### src/rtl/simple_circuit_pkg.sv
`default_nettype none
// ============================================================================
// Module   : simple_circuit_pkg
// Brief    : Default sizing and stage-1 record for the simple_circuit pipeline.
// Revision : 1.0 - initial release
// ============================================================================
package simple_circuit_pkg;

   localparam int SC_WIDTH  = 8;
   localparam int SC_CNT_W  = 16;
   localparam int SC_THRESH = 4;

   // Stage-1 record at the default operand width.
   typedef struct packed {
      logic [SC_WIDTH-1:0] and_out;
      logic [SC_WIDTH-1:0] or_out;
      logic [SC_WIDTH-1:0] inv_out;
      logic [SC_WIDTH-1:0] c;
   } sc_s1_t;

endpackage
`default_nettype wire

### src/rtl/simple_circuit_pipe_if.sv
`default_nettype none
// ============================================================================
// Module   : simple_circuit_pipe_if
// Brief    : Operand/result handshake bus plus activity-monitor signals.
// Revision : 1.0 - initial release
// ============================================================================
interface simple_circuit_pipe_if #(
   parameter int WIDTH = 8,
   parameter int CNT_W = 16
);
   logic [WIDTH-1:0] a;
   logic [WIDTH-1:0] b;
   logic [WIDTH-1:0] c;
   logic             in_valid;
   logic             in_ready;
   logic [WIDTH-1:0] e;
   logic [WIDTH-1:0] f;
   logic [WIDTH-1:0] g;
   logic [WIDTH-1:0] h;
   logic [WIDTH-1:0] int1;
   logic [WIDTH-1:0] int2;
   logic             out_valid;
   logic             out_ready;
   logic             clr_cnt;
   logic [CNT_W-1:0] rare_cnt;
   logic             alert;

   modport master (
      output a, b, c, in_valid, out_ready, clr_cnt,
      input  in_ready, e, f, g, h, int1, int2, out_valid, rare_cnt, alert
   );

   modport slave (
      input  a, b, c, in_valid, out_ready, clr_cnt,
      output in_ready, e, f, g, h, int1, int2, out_valid, rare_cnt, alert
   );
endinterface
`default_nettype wire

### src/rtl/sc_pipe_slice.sv
`default_nettype none
// ============================================================================
// Module   : sc_pipe_slice
// Brief    : Single-entry valid/ready register slice; optional data reset.
// Revision : 1.0 - initial release
// ============================================================================
module sc_pipe_slice #(
   parameter int DW         = 8,
   parameter bit RESET_DATA = 1'b0
) (
   input  wire logic          clk,
   input  wire logic          rst,
   input  wire logic          i_valid,
   output logic               o_ready,
   input  wire logic [DW-1:0] i_data,
   output logic               o_valid,
   input  wire logic          i_ready,
   output logic [DW-1:0]      o_data
);
   logic          r_valid;
   logic [DW-1:0] r_data;
   logic          w_load;

   // Loading into an empty slot never depends on the downstream ready.
   assign w_load  = !r_valid || i_ready;
   assign o_ready = w_load;
   assign o_valid = r_valid;
   assign o_data  = r_data;

   always_ff @(posedge clk or posedge rst) begin
      if (rst) begin
         r_valid <= 1'b0;
      end else if (w_load) begin
         r_valid <= i_valid;
      end
   end

   generate
      if (RESET_DATA) begin : g_rst_data
         always_ff @(posedge clk or posedge rst) begin
            if (rst) begin
               r_data <= '0;
            end else if (w_load && i_valid) begin
               r_data <= i_data;
            end
         end
      end else begin : g_plain_data
         always_ff @(posedge clk) begin
            if (w_load && i_valid) begin
               r_data <= i_data;
            end
         end
      end
   endgenerate
endmodule
`default_nettype wire

### src/rtl/simple_circuit_pipe.sv
`default_nettype none
// ============================================================================
// Module   : simple_circuit_pipe
// Brief    : Two-stage bitwise simple_circuit with H-activity counter and alert.
// Revision : 1.0 - initial release
// ============================================================================
module simple_circuit_pipe
   import simple_circuit_pkg::*;
#(
   parameter int WIDTH  = SC_WIDTH,
   parameter int CNT_W  = SC_CNT_W,
   parameter int THRESH = SC_THRESH
) (
   input wire logic             clk,
   input wire logic             rst,
   simple_circuit_pipe_if.slave bus
);
   typedef struct packed {
      logic [WIDTH-1:0] and_out;
      logic [WIDTH-1:0] or_out;
      logic [WIDTH-1:0] inv_out;
      logic [WIDTH-1:0] c;
   } s1_t;

   typedef struct packed {
      logic [WIDTH-1:0] e;
      logic [WIDTH-1:0] f;
      logic [WIDTH-1:0] g;
      logic [WIDTH-1:0] int1;
      logic [WIDTH-1:0] int2;
      logic [WIDTH-1:0] h;
   } s2_t;

   localparam logic [CNT_W-1:0] c_CNT_MAX = '1;
   localparam logic [CNT_W-1:0] c_THRESH  = CNT_W'(THRESH);

   s1_t              w_s1_d;
   s1_t              w_s1_q;
   s2_t              w_s2_d;
   s2_t              w_s2_q;
   logic             w_s1_valid;
   logic             w_s2_ready;
   logic             w_count;
   logic [CNT_W-1:0] w_cnt_next;
   logic [CNT_W-1:0] r_rare_cnt;
   logic             r_alert;

   always_comb begin
      w_s1_d.and_out = bus.a & bus.b;
      w_s1_d.or_out  = bus.a | bus.c;
      w_s1_d.inv_out = ~bus.c;
      w_s1_d.c       = bus.c;
   end

   // Gate structure kept literal so int1/int2 stay visible to detection tools.
   always_comb begin
      w_s2_d.e    = w_s1_q.and_out;
      w_s2_d.f    = w_s1_q.or_out;
      w_s2_d.g    = w_s1_q.inv_out;
      w_s2_d.int1 = w_s1_q.or_out & w_s1_q.inv_out;
      w_s2_d.int2 = w_s1_q.and_out | w_s2_d.int1;
      w_s2_d.h    = w_s2_d.int2 & w_s1_q.c;
   end

   sc_pipe_slice #(.DW($bits(s1_t)), .RESET_DATA(1'b0)) u_s1 (
      .clk     (clk),
      .rst     (rst),
      .i_valid (bus.in_valid),
      .o_ready (bus.in_ready),
      .i_data  (w_s1_d),
      .o_valid (w_s1_valid),
      .i_ready (w_s2_ready),
      .o_data  (w_s1_q)
   );

   sc_pipe_slice #(.DW($bits(s2_t)), .RESET_DATA(1'b1)) u_s2 (
      .clk     (clk),
      .rst     (rst),
      .i_valid (w_s1_valid),
      .o_ready (w_s2_ready),
      .i_data  (w_s2_d),
      .o_valid (bus.out_valid),
      .i_ready (bus.out_ready),
      .o_data  (w_s2_q)
   );

   assign bus.e    = w_s2_q.e;
   assign bus.f    = w_s2_q.f;
   assign bus.g    = w_s2_q.g;
   assign bus.int1 = w_s2_q.int1;
   assign bus.int2 = w_s2_q.int2;
   assign bus.h    = w_s2_q.h;

   assign w_count = bus.out_valid && bus.out_ready && (|w_s2_q.h);

   // Clear takes priority over a counting transfer in the same cycle.
   always_comb begin
      w_cnt_next = r_rare_cnt;
      if (bus.clr_cnt) begin
         w_cnt_next = '0;
      end else if (w_count && (r_rare_cnt != c_CNT_MAX)) begin
         w_cnt_next = r_rare_cnt + 1'b1;
      end
   end

   always_ff @(posedge clk or posedge rst) begin
      if (rst) begin
         r_rare_cnt <= '0;
         r_alert    <= 1'b0;
      end else begin
         r_rare_cnt <= w_cnt_next;
         r_alert    <= (w_cnt_next >= c_THRESH);
      end
   end

   assign bus.rare_cnt = r_rare_cnt;
   assign bus.alert    = r_alert;
endmodule
`default_nettype wire

### src/flat_wrapper.sv
// flat-port wrapper written by rule: the top's interface ports become plain ports
module simple_circuit_pipe_flat import simple_circuit_pkg::*;
#(
   parameter int WIDTH  = SC_WIDTH,
   parameter int CNT_W  = SC_CNT_W,
   parameter int THRESH = SC_THRESH
)
  (clk, rst, bus_a, bus_b, bus_c, bus_in_valid, bus_out_ready, bus_clr_cnt, bus_in_ready, bus_e, bus_f, bus_g, bus_h, bus_int1, bus_int2, bus_out_valid, bus_rare_cnt, bus_alert);
  simple_circuit_pipe_if #(.WIDTH(WIDTH), .CNT_W(CNT_W)) bus_i ();
  input wire logic clk;
  input wire logic rst;
  input wire logic [$bits(bus_i.a)-1:0] bus_a;
  input wire logic [$bits(bus_i.b)-1:0] bus_b;
  input wire logic [$bits(bus_i.c)-1:0] bus_c;
  input wire logic [$bits(bus_i.in_valid)-1:0] bus_in_valid;
  input wire logic [$bits(bus_i.out_ready)-1:0] bus_out_ready;
  input wire logic [$bits(bus_i.clr_cnt)-1:0] bus_clr_cnt;
  output wire logic [$bits(bus_i.in_ready)-1:0] bus_in_ready;
  output wire logic [$bits(bus_i.e)-1:0] bus_e;
  output wire logic [$bits(bus_i.f)-1:0] bus_f;
  output wire logic [$bits(bus_i.g)-1:0] bus_g;
  output wire logic [$bits(bus_i.h)-1:0] bus_h;
  output wire logic [$bits(bus_i.int1)-1:0] bus_int1;
  output wire logic [$bits(bus_i.int2)-1:0] bus_int2;
  output wire logic [$bits(bus_i.out_valid)-1:0] bus_out_valid;
  output wire logic [$bits(bus_i.rare_cnt)-1:0] bus_rare_cnt;
  output wire logic [$bits(bus_i.alert)-1:0] bus_alert;
  assign bus_i.a = bus_a;
  assign bus_i.b = bus_b;
  assign bus_i.c = bus_c;
  assign bus_i.in_valid = bus_in_valid;
  assign bus_i.out_ready = bus_out_ready;
  assign bus_i.clr_cnt = bus_clr_cnt;
  assign bus_in_ready = bus_i.in_ready;
  assign bus_e = bus_i.e;
  assign bus_f = bus_i.f;
  assign bus_g = bus_i.g;
  assign bus_h = bus_i.h;
  assign bus_int1 = bus_i.int1;
  assign bus_int2 = bus_i.int2;
  assign bus_out_valid = bus_i.out_valid;
  assign bus_rare_cnt = bus_i.rare_cnt;
  assign bus_alert = bus_i.alert;
  simple_circuit_pipe #(.WIDTH(WIDTH), .CNT_W(CNT_W), .THRESH(THRESH)) u_core (.clk(clk), .rst(rst), .bus(bus_i));
endmodule
### config.mk
export PLATFORM = sky130hd
export DESIGN_NAME = simple_circuit_pipe_flat
export DESIGN_NICKNAME = d
export VERILOG_FILES = /design/src/rtl/simple_circuit_pkg.sv /design/src/rtl/simple_circuit_pipe_if.sv /design/src/rtl/sc_pipe_slice.sv /design/src/rtl/simple_circuit_pipe.sv /design/src/flat_wrapper.sv
export SDC_FILE = /design/constraint.sdc
export NUM_CORES = 1
export LEC_CHECK = 0
export ABC_AREA = 1
export ABC_CLOCK_PERIOD_IN_PS = 4400
export BUFFER_PORTS_ARGS = -buffer_cell sky130_fd_sc_hd__buf_2
export CAP_MARGIN = 20
export CORE_MARGIN = 2
export CORE_UTILIZATION = 55
export DETAILED_ROUTE_END_ITERATION = 12
export GPL_TIMING_DRIVEN = 0
export PLACE_DENSITY = 0.8
export SLEW_MARGIN = 20
export SYNTH_ARGS = -nofsm -noshare
export SYNTH_HDL_FRONTEND = slang
export SYNTH_HIERARCHICAL = 1
export SYNTH_SLANG_ARGS = --single-unit
### constraint.sdc
create_clock -name clk -period 4.4 [get_ports clk]
set_input_delay 0.88 -clock clk [delete_from_list [all_inputs] [get_ports clk]]
set_output_delay 0.88 -clock clk [all_outputs]
set_load 0.005 [all_outputs]
==> impl_results.md <==
- Status: complete, no violations
- Die span in y: around 95 um
- Final Hold Fails: 0
- Antenna cell count: 0
- Register area share after synthesis: 0.5796
- Critical path startpoint category: input port
- Cell Chain, Critical Path: buf_2 -> inv_2 -> nand2_2 -> buf_2 -> inv_1 -> nand2_1 -> buf_2
- Peak VDD IR: 0.3092 mV
- Highest clock rate: around 390 MHz
- Logic pwr share: 0.170
- Finished Cell Area: about 0.0055 sq mm
- Gpl congestion: ~0.97
- M3 GR Usage: 0.04709
- Initial antenna violation count: 0
- DIE AREA: 0.009017 sq mm
- Xor/xnor share of the synthesized area: 0.007699
- Worst EP required: about 3500 ps
- Setup TNS: 0 ps
- Drt first pass iters: 5
- Post-Synth Adder-Cell Area: 0.002750
- WL per Instance: between 10 and 15 um
- Share of power burned in registers: 0.515
- Post-synth top area cell: dfrtp_1
- Simple-gate portion of the synthesized area: 0.3022
- RSZ-0062 raised after global routing: no
- Routed vias/inst: 5.199
- Worst path top cell family by delay: buffers and inverters
- Max-cap viol count: 0
- Filler Cell Count: ~650
- Max stage delay cell, worst path: buf_2
- Min-Delay Path Class: input port to asynchronous set/reset pin
- Post-Syn Area: roughly 0.0046 sq mm
- Largest net degree at the start of global routing: 26
- Total grt overflow: 0
- Mean post-synth cell area: 8.570 sq um
- Leak: around 3.1 nW
- Via count: slightly below 4000
- Setup Fix Bufs, Post-CTS: 0
- CTS Buffer Depth: 2
- Power Density: roughly 400 mW/mm^2
- H-tree depth: 3
- Utilization after layout: 0.6717
- Nets: 669
- Vias in the first global route: approximately 3700
- Antenna Nets Post-Route: 0
- Pins Over Slew Limit: 0
- Total power: about 2.2 mW
- Cells after Synth: 531
- Most frequent cells in the layout: 202 x nand2_1, 104 x buf_2, 67 x inv_1, 67 x dfrtp_1, 65 x nand3_1
- Net Switching: between 0.6 and 0.7 mW
- IO Count: 96
- Busiest grt layer: met2
- Synth top area share: 0.3684
- Crit path DAT: between 1500 and 2000 ps
- Clk pwr share: 0.315
- Clock sinks: 99
- CP endpoint kind: primary output
- Share of cells above drive strength 1: 0.2329
- Area grow syn2layout: 20.07%
- Place WS: roughly 1900 ps
- Critical setup path kind: input port to primary output
- Global-route wire length before repair: 17.18 mm
- Post-Syn Nets: between 500 and 600
- Cell Area, Placed: roughly 0.0052 sq mm
- Width of the die: ~95 um
- Clock Tree Root: clkbuf_8
- #FFs+latches synth: 99
- Normalized max-slew margin: 0.5434
- Commonest non-fill, non-tap cell in the layout: nand2_1
- Pint: between 1.5 and 2 mW
- Cell Rows: 33
- Final setup vio count: 0
- Num CTS Buffers: 9
- Crit path max fanout: 10
- CTS tree: yes
- Switching share of power: 0.2742
- Min cycle time layout: approximately 2600 ps
- Hpwl dp: just under 8 mm
- Worst slew pin tran: about 680 ps
- Synth Warn #: 6
- Worst path bufs/invs: 5
- Final period util: 0.5850
- Post-route DRC violation count: 0
- Latest clock arrival within the worst-skew pair: approximately 360 ps
- Initial DRC Count: between 150 and 200
- Core footprint: ~0.0081 sq mm
- Final WL: 10.65 mm
- Starting Density: 0.5595
- Critical Path Max Stage Delay: ~240 ps
- GRT met1 Usage: 0.2999
- Largest cells by area after synthesis: dfrtp_1 37%, edfxtp_1 21%, nand2_1 17%
- Mux contribution to synthesized area: 0
- Fin worst setup slack: 1826 ps
- Main combinational cell family by area after synthesis: simple AND/OR/NAND/NOR gates
- Synth cell types: 27
- Met2 usage: 0.4663
- Most used cell, CP: buf_2
- Area fraction in compound gates after synthesis: 0.02420
- Hold buffer count at cts: 0
- IO Port Bufs: 95
- PostCTS Resize Cnt: 0
- GRT Overall Usage: 0.2529
- Clock Skews: 13.04 ps
- Clock Pin Slew Worst Setup and Hold Paths: 90 ps
[cells in the mapped netlist (all sizes together)]
master  count
edfxtp     32
nand3b      1
nand3      65
a21oi       2
nand4       6
nand2     209
nor2       32
dfrtp      67
inv        69
xnor2       2
a21boi      8
o21ai       8
or2         8
xor2        2
ha          1
clkinv      1
clkbuf      1
buf        17
[sequential cells by signal, summed over array words and instances, names as in the netlist]
name / cells
u_core/u_s2/o_data: 48
u_core/u_s1/o_data: 32
u_core/bus.rare_cnt: 16
u_core/bus.alert: 1
u_core/u_s1/o_valid: 1
u_core/u_s2/o_valid: 1
[power groups by stage]
stage	logic, mW	registers [mW]	clock network [mW]
floorplan	0.194	1.15	0
global placement	0.355	1.15	0
detailed placement	0.377	1.15	0
CTS	0.379	1.14	0.702
global route	0.424	1.15	0.737
finish	0.375	1.14	0.694
[metrics by stage]
stage,instances,hold slack (ps)
floorplan,531,465.0
global placement,731,451.8
detailed placement,733,453.0
CTS,749,351.7
global route,749,352.5
finish,749,362.1
[final cells by class]
class                           instances  area [sq um]  share of cell area
Clock inverter                          6         112.6             0.02061
Buffer                                 18         116.4             0.02130
Multi-Input combinational cell        344          1544              0.2826
Clock buffer                           10         127.6             0.02336
Tap cell                              105         131.4             0.02404
Timing Repair Buffer                   97         530.5             0.09709
Sequential cell                        99          2638              0.4827
Inverter                               70         264.0             0.04832
[final timing paths]
check                                    endpoint  slack (ps)              startpoint  cells after the start
min in group clk           u_core/u_s2/o_data[22]         470  u_core/u_s2/o_data[22]                      2
max                                  bus_in_ready        1830           bus_out_ready                      7
min                           u_core/u_s1/o_valid         360                     rst                      2
max reg2reg                      u_core/bus.alert        2330  u_core/bus.rare_cnt[0]                     13
min reg2reg                u_core/u_s2/o_data[22]         470  u_core/u_s2/o_data[22]                      2
max in group asynchronous   u_core/u_s2/o_data[4]        3280                     rst                      3
[logic make-up after synthesis]
kind of cell / count (synthesis)
AOI/OAI and AO/OA: 18
xor gates and xnor gates: 4
adders and majority gates: 1
buffers and inverters: 88
DFF: 99
and+or+nand+nor: 321
[layer usage]
| metal | vias to the layer above | part of all wire |
|---|---|---|
| met2 | 148 | 0.52 |
| met1 | 1855 | 0.40 |
| li1 | 1872 | - |
| met5 | - | 0 |
| met3 | 19 | 0.068 |
| met4 | 0 | 0.016 |
[worst reg2reg max path: cells and delay by family (launching register included)]
| family | cells | cell delay [ps] |
|---|---|---|
| adder cells (fa/ha/maj) | 1 | 290 |
| buffers and inverters | 2 | 250 |
| flip-flops | 1 | 460 |
| AND/OR/NAND/NOR | 10 | 970 |
No activity file was read; power rests on OpenSTA's default activity.
